$ cat src/rtl/ifmap_window_sequencer_pkg.sv
// Shared constants and state encoding for the IFmap window sequencer.
package ifmap_window_sequencer_pkg;

    // Defaults shared with the stride step counter.
    localparam int unsigned ADDR_W_DEF   = 5;
    localparam int unsigned STRIDE_W_DEF = 3;

    typedef enum logic [2:0] {
        ST_IDLE    = 3'd0,
        ST_LOAD    = 3'd1,
        ST_READ    = 3'd2,
        ST_ADVANCE = 3'd3,
        ST_DONE    = 3'd4
    } state_t;

endpackage

$ cat src/rtl/ifmap_window_sequencer_tap_counter.sv
// Filter tap index counter: clear, enable and terminal flag at k == f-1.
module window_tap_counter
    import ifmap_window_sequencer_pkg::*;
#(
    parameter int unsigned W = ADDR_W_DEF
) (
    input  logic         clk,
    input  logic         rst,
    input  logic         clr,
    input  logic         en,
    input  logic [W-1:0] f,
    output logic [W-1:0] k,
    output logic [W-1:0] k_nxt_c,
    output logic         last_c
);

    // Next tap index; clear wins over enable.
    always_comb begin
        k_nxt_c = k;
        if (clr) begin
            k_nxt_c = '0;
        end else if (en) begin
            k_nxt_c = k + W'(1);
        end
    end

    assign last_c = (f != '0) && (k == f - W'(1));

    // Tap index register.
    always_ff @(posedge clk or negedge rst) begin
        if (!rst) begin
            k <= '0;
        end else begin
            k <= k_nxt_c;
        end
    end

endmodule

$ cat src/rtl/ifmap_window_sequencer.sv
// Walks a 1-D sliding window over the IFmap scratchpad, one read per tap,
// and pulses next_stride after each completed window.
module ifmap_window_sequencer
    import ifmap_window_sequencer_pkg::*;
#(
    parameter int unsigned ADDR_W   = ADDR_W_DEF,
    parameter int unsigned STRIDE_W = STRIDE_W_DEF
) (
    input  logic                clk,
    input  logic                rst,
    input  logic                start,
    input  logic [ADDR_W-1:0]   filter_size,
    input  logic [STRIDE_W-1:0] stride,
    input  logic [ADDR_W-1:0]   ifmap_len,
    input  logic [ADDR_W:0]     ifmap_avail,
    output logic [ADDR_W-1:0]   rd_addr,
    output logic [ADDR_W-1:0]   filt_idx,
    output logic                rd_valid,
    input  logic                rd_ready,
    output logic                last_tap,
    output logic                next_stride,
    output logic                busy,
    output logic                done
);

    // Base/limit sums are kept wide enough that they never wrap.
    localparam int unsigned SUM_W = ADDR_W + 2;

    state_t              state;
    state_t              state_nxt;
    logic [ADDR_W-1:0]   f_q;
    logic [ADDR_W-1:0]   l_q;
    logic [STRIDE_W-1:0] s_q;
    logic [SUM_W-1:0]    base_q;
    logic [SUM_W-1:0]    base_nxt;
    logic                k_clr;
    logic                k_en;
    logic                k_last;
    logic [ADDR_W-1:0]   k;
    logic [ADDR_W-1:0]   k_nxt;
    logic [ADDR_W-1:0]   f_nxt;
    logic [SUM_W-1:0]    addr_nxt;
    logic                valid_nxt;
    logic                last_nxt;
    logic                xfer;

    assign xfer = rd_valid && rd_ready;

    window_tap_counter #(.W(ADDR_W)) u_tap (
        .clk     (clk),
        .rst     (rst),
        .clr     (k_clr),
        .en      (k_en),
        .f       (f_q),
        .k       (k),
        .k_nxt_c (k_nxt),
        .last_c  (k_last)
    );

    assign filt_idx = k;

    // State register.
    always_ff @(posedge clk or negedge rst) begin
        if (!rst) begin
            state <= ST_IDLE;
        end else begin
            state <= state_nxt;
        end
    end

    // Next state, tap counter control and window base update.
    always_comb begin
        state_nxt = state;
        k_clr     = 1'b0;
        k_en      = 1'b0;
        base_nxt  = base_q;
        case (state)
            ST_IDLE: begin
                if (start) begin
                    state_nxt = ST_LOAD;
                end
            end
            ST_LOAD: begin
                k_clr    = 1'b1;
                base_nxt = '0;
                if ((filter_size == '0) || (filter_size > ifmap_len)) begin
                    state_nxt = ST_DONE;
                end else begin
                    state_nxt = ST_READ;
                end
            end
            ST_READ: begin
                if (xfer) begin
                    if (k_last) begin
                        state_nxt = ST_ADVANCE;
                    end else begin
                        k_en = 1'b1;
                    end
                end
            end
            ST_ADVANCE: begin
                k_clr    = 1'b1;
                base_nxt = base_q + SUM_W'(s_q);
                if ((base_nxt + SUM_W'(f_q)) > SUM_W'(l_q)) begin
                    state_nxt = ST_DONE;
                end else begin
                    state_nxt = ST_READ;
                end
            end
            ST_DONE: begin
                state_nxt = ST_IDLE;
            end
            default: begin
                state_nxt = ST_IDLE;
            end
        endcase
    end

    // Outputs are computed one cycle ahead so they leave the block registered.
    assign f_nxt     = (state == ST_LOAD) ? filter_size : f_q;
    assign addr_nxt  = base_nxt + SUM_W'(k_nxt);
    assign valid_nxt = (state_nxt == ST_READ) && (addr_nxt < SUM_W'(ifmap_avail));
    assign last_nxt  = valid_nxt && (k_nxt == f_nxt - ADDR_W'(1));

    // Config capture, window base and registered outputs.
    always_ff @(posedge clk or negedge rst) begin
        if (!rst) begin
            f_q         <= '0;
            s_q         <= '0;
            l_q         <= '0;
            base_q      <= '0;
            rd_addr     <= '0;
            rd_valid    <= 1'b0;
            last_tap    <= 1'b0;
            next_stride <= 1'b0;
            busy        <= 1'b0;
            done        <= 1'b0;
        end else begin
            if (state == ST_LOAD) begin
                f_q <= filter_size;
                s_q <= (stride == '0) ? STRIDE_W'(1) : stride;
                l_q <= ifmap_len;
            end
            base_q      <= base_nxt;
            rd_addr     <= ADDR_W'(addr_nxt);
            rd_valid    <= valid_nxt;
            last_tap    <= last_nxt;
            next_stride <= (state_nxt == ST_ADVANCE);
            busy        <= (state_nxt != ST_IDLE);
            done        <= (state_nxt == ST_DONE);
        end
    end

endmodule

$ cat config.mk
export PLATFORM = sky130hd
export DESIGN_NAME = ifmap_window_sequencer
export DESIGN_NICKNAME = d
export VERILOG_FILES = /design/src/rtl/ifmap_window_sequencer_pkg.sv /design/src/rtl/ifmap_window_sequencer_tap_counter.sv /design/src/rtl/ifmap_window_sequencer.sv
export SDC_FILE = /design/constraint.sdc
export NUM_CORES = 1
export LEC_CHECK = 0
export ABC_CLOCK_PERIOD_IN_PS = 4460
export CAP_MARGIN = 5
export CORE_AREA = 2 2 93 68
export CTS_CLUSTER_DIAMETER = 30
export DETAILED_ROUTE_END_ITERATION = 10
export DIE_AREA = 0 0 95 70
export PLACE_DENSITY_LB_ADDON = 0.3
export REMOVE_ABC_BUFFERS = 1
export SKIP_LAST_GASP = 1
export SLEW_MARGIN = 15
export SYNTH_ARGS = -nofsm -noshare
export SYNTH_HDL_FRONTEND = slang
export SYNTH_SLANG_ARGS = --single-unit
$ cat constraint.sdc
create_clock -name clk -period 4.46 [get_ports clk]
set_input_delay 0.892 -clock clk [delete_from_list [all_inputs] [get_ports clk]]
set_output_delay 0.892 -clock clk [all_outputs]
set_load 0.02 [all_outputs]
# Word level (Yosys, flattened, before mapping)
# Cells that the tools add are included.
# Widths: inputs -> output; s select.
[totals]
regBits = 38
output_inout_bits = 15
word_cells = 55
[classes]
add_sub_neg = 6
order_cmp = 3
eq_ne = 8
muxes = 15
n_reduce_logical = 11
[ops]
columns = ["operator", "n"]
rows = [
  ["$mux 3", 6],
  ["$mux 5", 3],
  ["$add 7x5->7", 2],
  ["$pmux 7 s2", 1],
  ["$eq 3x2->1 const B", 4],
  ["$pmux 3 s4", 1],
  ["$eq 5x5->1", 2],
  ["$sub 5x1->5 const B", 2],
  ["$add 7x3->7", 1],
  ["$gt 7x5->1", 1],
  ["$lt 7x6->1", 1],
  ["$logic_not 3->1", 2],
  ["$add 5x1->5 const B", 1],
  ["$gt 5x5->1", 1],
  ["$logic_not 5->1", 1],
  ["$reduce_bool 5->1", 1],
  ["$logic_and 1x1->1", 4],
  ["$mux 1", 4],
  ["$eq 3x1->1 const B", 1],
  ["$eq 3x3->1 const B", 1],
  ["$reduce_bool 3->1", 1],
  ["$reduce_or 2->1", 1],
  ["$logic_or 1x1->1", 1],
]

# Longest topological paths before layout
# Gate-level depths: netlist (run 1).
[depth]
word_depth = 12
mapped_depth = 21
mapped_depth_nobuf = 21

# Hierarchy
# A second synthesis (run 1) with hierarchy kept.
[hier_totals]
cells_unflattened = 286
area_unflattened_um2 = 2800.2
[by_module_without_submodules]
columns = ["module", "instances", "cells_each", "area_each_um2", "seq_area_each_um2"]
rows = [
  ["ifmap_window_sequencer", 1, 249, 2412.3, 825.8],
  ["window_tap_counter", 1, 37, 387.9, 125.1],
]

# Worst setup path before layout (run 1)
# No wires, ideal clock.
[synth_timing]
path_kind = "register to register"
start = "register f_q[0]"
end = "register last_tap"
setup_time_ps = 111
arrival_ps = 4061
t_required_ps = 4349
path_slack_ps = 288
path_stages_with_launch = 22
n_path_buf = 0
cell_sequence = "dfrtp_1 -> inv_1 -> ha_1 -> and2_4 -> a211o_1 -> a31o_4 -> a21oi_1 -> mux2i_1 -> nor2_1 -> nor2_1 -> nor2_1 -> ha_1 -> a41o_1 -> nor3_1 -> xnor2_1 -> ha_1 -> a21oi_1 -> nor2b_1 -> o21ai_0 -> nand2b_1 -> a211o_1 -> a2111oi_2"
[synth_between]
elab_chain_cells = 12
word_cells_on_any_way = 23
[synth_rtl]
columns = ["element", "line", "rtl"]
rows = [
  ["start, declared", "ifmap_window_sequencer.sv:31", "logic [ADDR_W-1:0] f_q;"],
  ["start signal, assigned", "ifmap_window_sequencer.sv:140", "f_q <= filter_size;"],
  ["$sub 5x1->5", "ifmap_window_sequencer_tap_counter.sv:27", "assign last_c = (f != '0) && (k == f - W'(1));"],
  ["$eq 5x5->1", "ifmap_window_sequencer_tap_counter.sv:27", ""],
  ["$logic_and 1x1->1 *", "ifmap_window_sequencer_tap_counter.sv:27", ""],
  ["$mux 1 *", "ifmap_window_sequencer.sv:94", "if (k_last) begin"],
  ["$mux 1 *", "ifmap_window_sequencer.sv:93", "if (xfer) begin"],
  ["$mux 1 *", "ifmap_window_sequencer.sv:77", "case (state)"],
  ["$mux 5 *", "ifmap_window_sequencer_tap_counter.sv:22", "end else if (en) begin"],
  ["$mux 5 *", "ifmap_window_sequencer_tap_counter.sv:20", "if (clr) begin"],
  ["via k_nxt[1]", "ifmap_window_sequencer.sv:40", "logic [ADDR_W-1:0] k_nxt;"],
  ["$add 7x5->7 *", "ifmap_window_sequencer.sv:121", "assign addr_nxt = base_nxt + SUM_W'(k_nxt);"],
  ["via addr_nxt[2]", "ifmap_window_sequencer.sv:42", "logic [SUM_W-1:0] addr_nxt;"],
  ["$lt 7x6->1 *", "ifmap_window_sequencer.sv:122", "assign valid_nxt = (state_nxt == ST_READ) && (addr_nxt < SUM_W'(ifmap_avail));"],
  ["$logic_and 1x1->1 *", "ifmap_window_sequencer.sv:122", ""],
  ["$logic_and 1x1->1 *", "ifmap_window_sequencer.sv:123", "assign last_nxt = valid_nxt && (k_nxt == f_nxt - ADDR_W'(1));"],
  ["via last_nxt", "ifmap_window_sequencer.sv:44", "logic last_nxt;"],
  ["end signal, assigned", "ifmap_window_sequencer.sv:147", "last_tap <= last_nxt;"],
  ["end, declared", "ifmap_window_sequencer.sv:20", "output logic last_tap,"],
]
# Mark *: on every way through the listed nets, which the timed path passes. The rest lies on a longest branch.
# A chain may end at the register's enable or synchronous reset.

# Worst setup path in the final report (run 1)
# Ends and elaborated chain as after synthesis.

==> results.sh, run 1 <==
export IMPL_setup_viol=0
export IMPL_worst_setup_path_end_kind="flop"
export IMPL_area_growth_pct=23.2
export IMPL_required_ns=4.65
export IMPL_synthCells=306
export IMPL_initial_core_util_pct=47.6
export IMPL_firstDrtPassIters=4
export IMPL_clock_fmax_mhz=242
export IMPL_dr_first_iter_drc_count=110
export IMPL_tightestPinTransition_ns=0.848
export IMPL_yosysWarnings=0
export IMPL_cp_arrival_ns=4.32
export IMPL_worst_r2r_setup_slack_ns=0.32
export IMPL_vias=2334
export IMPL_cp_num_buf_inv=2
export IMPL_grt_max_degree=39
export IMPL_avgSynthCellArea_sq_um=9.20
export IMPL_synth_area_leaders="dfrtp_1, ha_1, xnor2_1"
export IMPL_first_global_vias=2331
export IMPL_yosysMostFrequentCell="dfrtp_1"
export IMPL_dp_final_hpwl_um=5220
export IMPL_netlist_area_sq_um=2810
export IMPL_portBuffers=37
export IMPL_globalRouteOverflowTotal=0
export IMPL_finalCriticalPeriod_ns=4.14
export IMPL_path_class="flop to flop"
export IMPL_p_leak_uw=0.00170
export IMPL_core_area_sq_um=5920
export IMPL_final_nets=413
export IMPL_drive_gt1_share_pct=11.7
export IMPL_ys_async_sr_fraction_pct=100
export IMPL_drtAntennaViolNets=0
export IMPL_power_per_cell_area_nw_per_um2=483
export IMPL_yosys_cell_types_count=49
export IMPL_synth_seq_area_share_pct=33.8
export IMPL_slew_headroom_pct=43.4
export IMPL_synth_area_leader_cell="dfrtp_1"
export IMPL_ys_ff_latch=38
export IMPL_peakVddDrop_v=0.000340
export IMPL_synth_ff_type="dfrtp_1"
export IMPL_crit_chain="inv_1, ha_1, and2_4, a211o_1, a31o_4, a21oi_4, mux2i_1, nor2_1, nor2_1, nor2_1, ha_1, a41o_1, nor3_2, buf_4, xnor2_1, ha_1, a21oi_1, nor2b_1, o21ai_1, nand2b_1, a211o_1, a2111oi_2"
export IMPL_cp_max_fo=4
export IMPL_finalMaxSlewViolations=0
export IMPL_fill_cells=508
export IMPL_fin_skew_ns=0.00401
export IMPL_grt_pass1_wl_um=11100
export IMPL_cts_buffers=5
export IMPL_finalHoldViolCount=0
export IMPL_io_pins=38
export IMPL_cts_htree_levels=2
export IMPL_fin_crit_sh_pct=92.7
export IMPL_clkSinkCount=38
export IMPL_crit_path_start_kind="flop"
export IMPL_cp_slowest_cell="dfrtp_1"
export IMPL_dieHeight_um=70
export IMPL_critPathMaxStageDelay_ns=0.37
export IMPL_rows=24
export IMPL_status="finished, final reports clean"
export IMPL_antenna_found_initial=0
export IMPL_synth_top_area_share_pct=33.8
export IMPL_diodes=0
export IMPL_drc=0
export IMPL_cts_path_max_buffers=2
export IMPL_rsz0062_at_grt="no"
export IMPL_fin_util_pct=58.6
export IMPL_finalPower_uw=1670
export IMPL_grtUsageTotal_pct=21.6
export IMPL_synth_edff_count=0
export IMPL_ys_top_cells_by_count="dfrtp_1, inv_1, ha_1, nor2_1, nand2_1"
export IMPL_hold_class="flop to flop"
export IMPL_path_delay_family="compound AO/OA/AOI/OAI gates"
export IMPL_clk_latency_ns=0.30
export IMPL_hold_slack_ns=0.524
export IMPL_gp_congestion=0.876
export IMPL_cts_clk_slew_worst_paths_ns=0.08
export IMPL_fp_dieArea_sq_um=6650
export IMPL_post_drt_wl_per_cell_um=15.2
export IMPL_die_w_um=95
export IMPL_drt_total_wl_um=6660
export IMPL_tritoncts="built"
export IMPL_hold_buffers=0
export IMPL_post_drt_via_cell_ratio=5.34
export IMPL_drv_cap=0
export IMPL_clockRootBuffer="clkbuf_8"
[metal layers]
metal | up-vias | GRT usage [%] | part of all wire (%)
met1 | 1100 | 32.2 | 49
met2 | 56 | 32.1 | 44
met3 | 9 | 3.88 | 5.2
met5 | - | 0 | 0
li1 | 1169 | - | -
met4 | 0 | 6.28 | 1.7
[cells by family after synthesis]
kind of cell,after synthesis,share of synthesized area (%)
fa+ha+maj,32,14.8
compound gates,64,16.5
buf+inv,37,4.94
simple gates,97,16.8
flops,38,33.8
mux,12,4.58
xor+xnor,26,8.58
[final cells by class]
type | count | area [sq um] | area share, %
clock inverters | 1 | 5.00 | 0.144
repair buffers | 51 | 470 | 13.6
inverters | 31 | 116 | 3.36
well taps | 78 | 97.6 | 2.81
multi-input cells | 231 | 1740 | 50.2
clock buffers | 7 | 86.3 | 2.49
flip-flops and latches | 38 | 951 | 27.4
[metrics by stage]
stage | setup WS (ns) | setup TNS (ns) | std cells | cell area (sq um)
CTS | 0.0490 | 0 | 433 | 3420
global placement | 0.0538 | 0 | 425 | 3330
detailed placement | -0.0259 | -0.0259 | 425 | 3330
finish | 0.324 | 0 | 437 | 3470
global route | 0.00977 | 0 | 437 | 3470
floorplan | 0.276 | 0 | 300 | 2790
[worst paths after layout]
| path | startpoint | endpoint | cells past startpoint |
|---|---|---|---|
| max | f_q[0] | last_tap | 22 |
| min | l_q[0] | l_q[0] | 1 |
| max reg2reg | f_q[0] | last_tap | 22 |
| min reg2reg | l_q[0] | l_q[0] | 1 |
| max in group asynchronous | rst | u_tap.k[1] | 1 |
| min in group asynchronous | rst | s_q[0] | 1 |
[flip-flops by register name, summed over array words and instances, names as in the netlist]
name / cells
rd_addr: 5
l_q: 5
base_q: 7
rd_valid: 1
busy: 1
state: 3
f_q: 5
s_q: 3
u_tap.k: 5
done: 1
next_stride: 1
last_tap: 1
[layout by cell type (no fill, tap or decap), drive strengths merged, types with 8 or more instances in the layout]
cell type | netlist | routed
nand3 | 11 | 11
nor2 | 27 | 27
mux2i | 8 | 8
a21oi | 16 | 16
xnor2 | 15 | 15
buf | 0 | 15
nand2 | 24 | 24
inv | 31 | 31
xor2 | 10 | 10
dfrtp | 38 | 38
clkdlybuf4s50 | 0 | 36
o21ai | 16 | 16
ha | 30 | 30
[power by group]
part | total [uW] | internal (uW) | switching, uW
clock network | 254 | 125 | 129
logic | 944 | 457 | 486
registers | 476 | 410 | 66.8
total | 1670 | 992 | 682
[what timing repair did]
item                                    4_1_cts  5_1_grt
buffers inserted                              0        4
endpoints found under the setup margin        0        2
gates resized for setup                       0        5
(Power assumes the default switching activity.)
==> inputs of run 2 (changes only) <==
--- a/config.mk
+++ b/config.mk
@@ -8,7 +8,7 @@
 export ABC_CLOCK_PERIOD_IN_PS = 4460
 export CAP_MARGIN = 5
 export CORE_AREA = 2 2 93 68
-export CTS_CLUSTER_DIAMETER = 30
+export CTS_CLUSTER_DIAMETER = 100
 export DETAILED_ROUTE_END_ITERATION = 10
 export DIE_AREA = 0 0 95 70
 export PLACE_DENSITY_LB_ADDON = 0.3
==> results of run 2 <==
No change in the layout: final DEF, timing and power equal those of run 1.
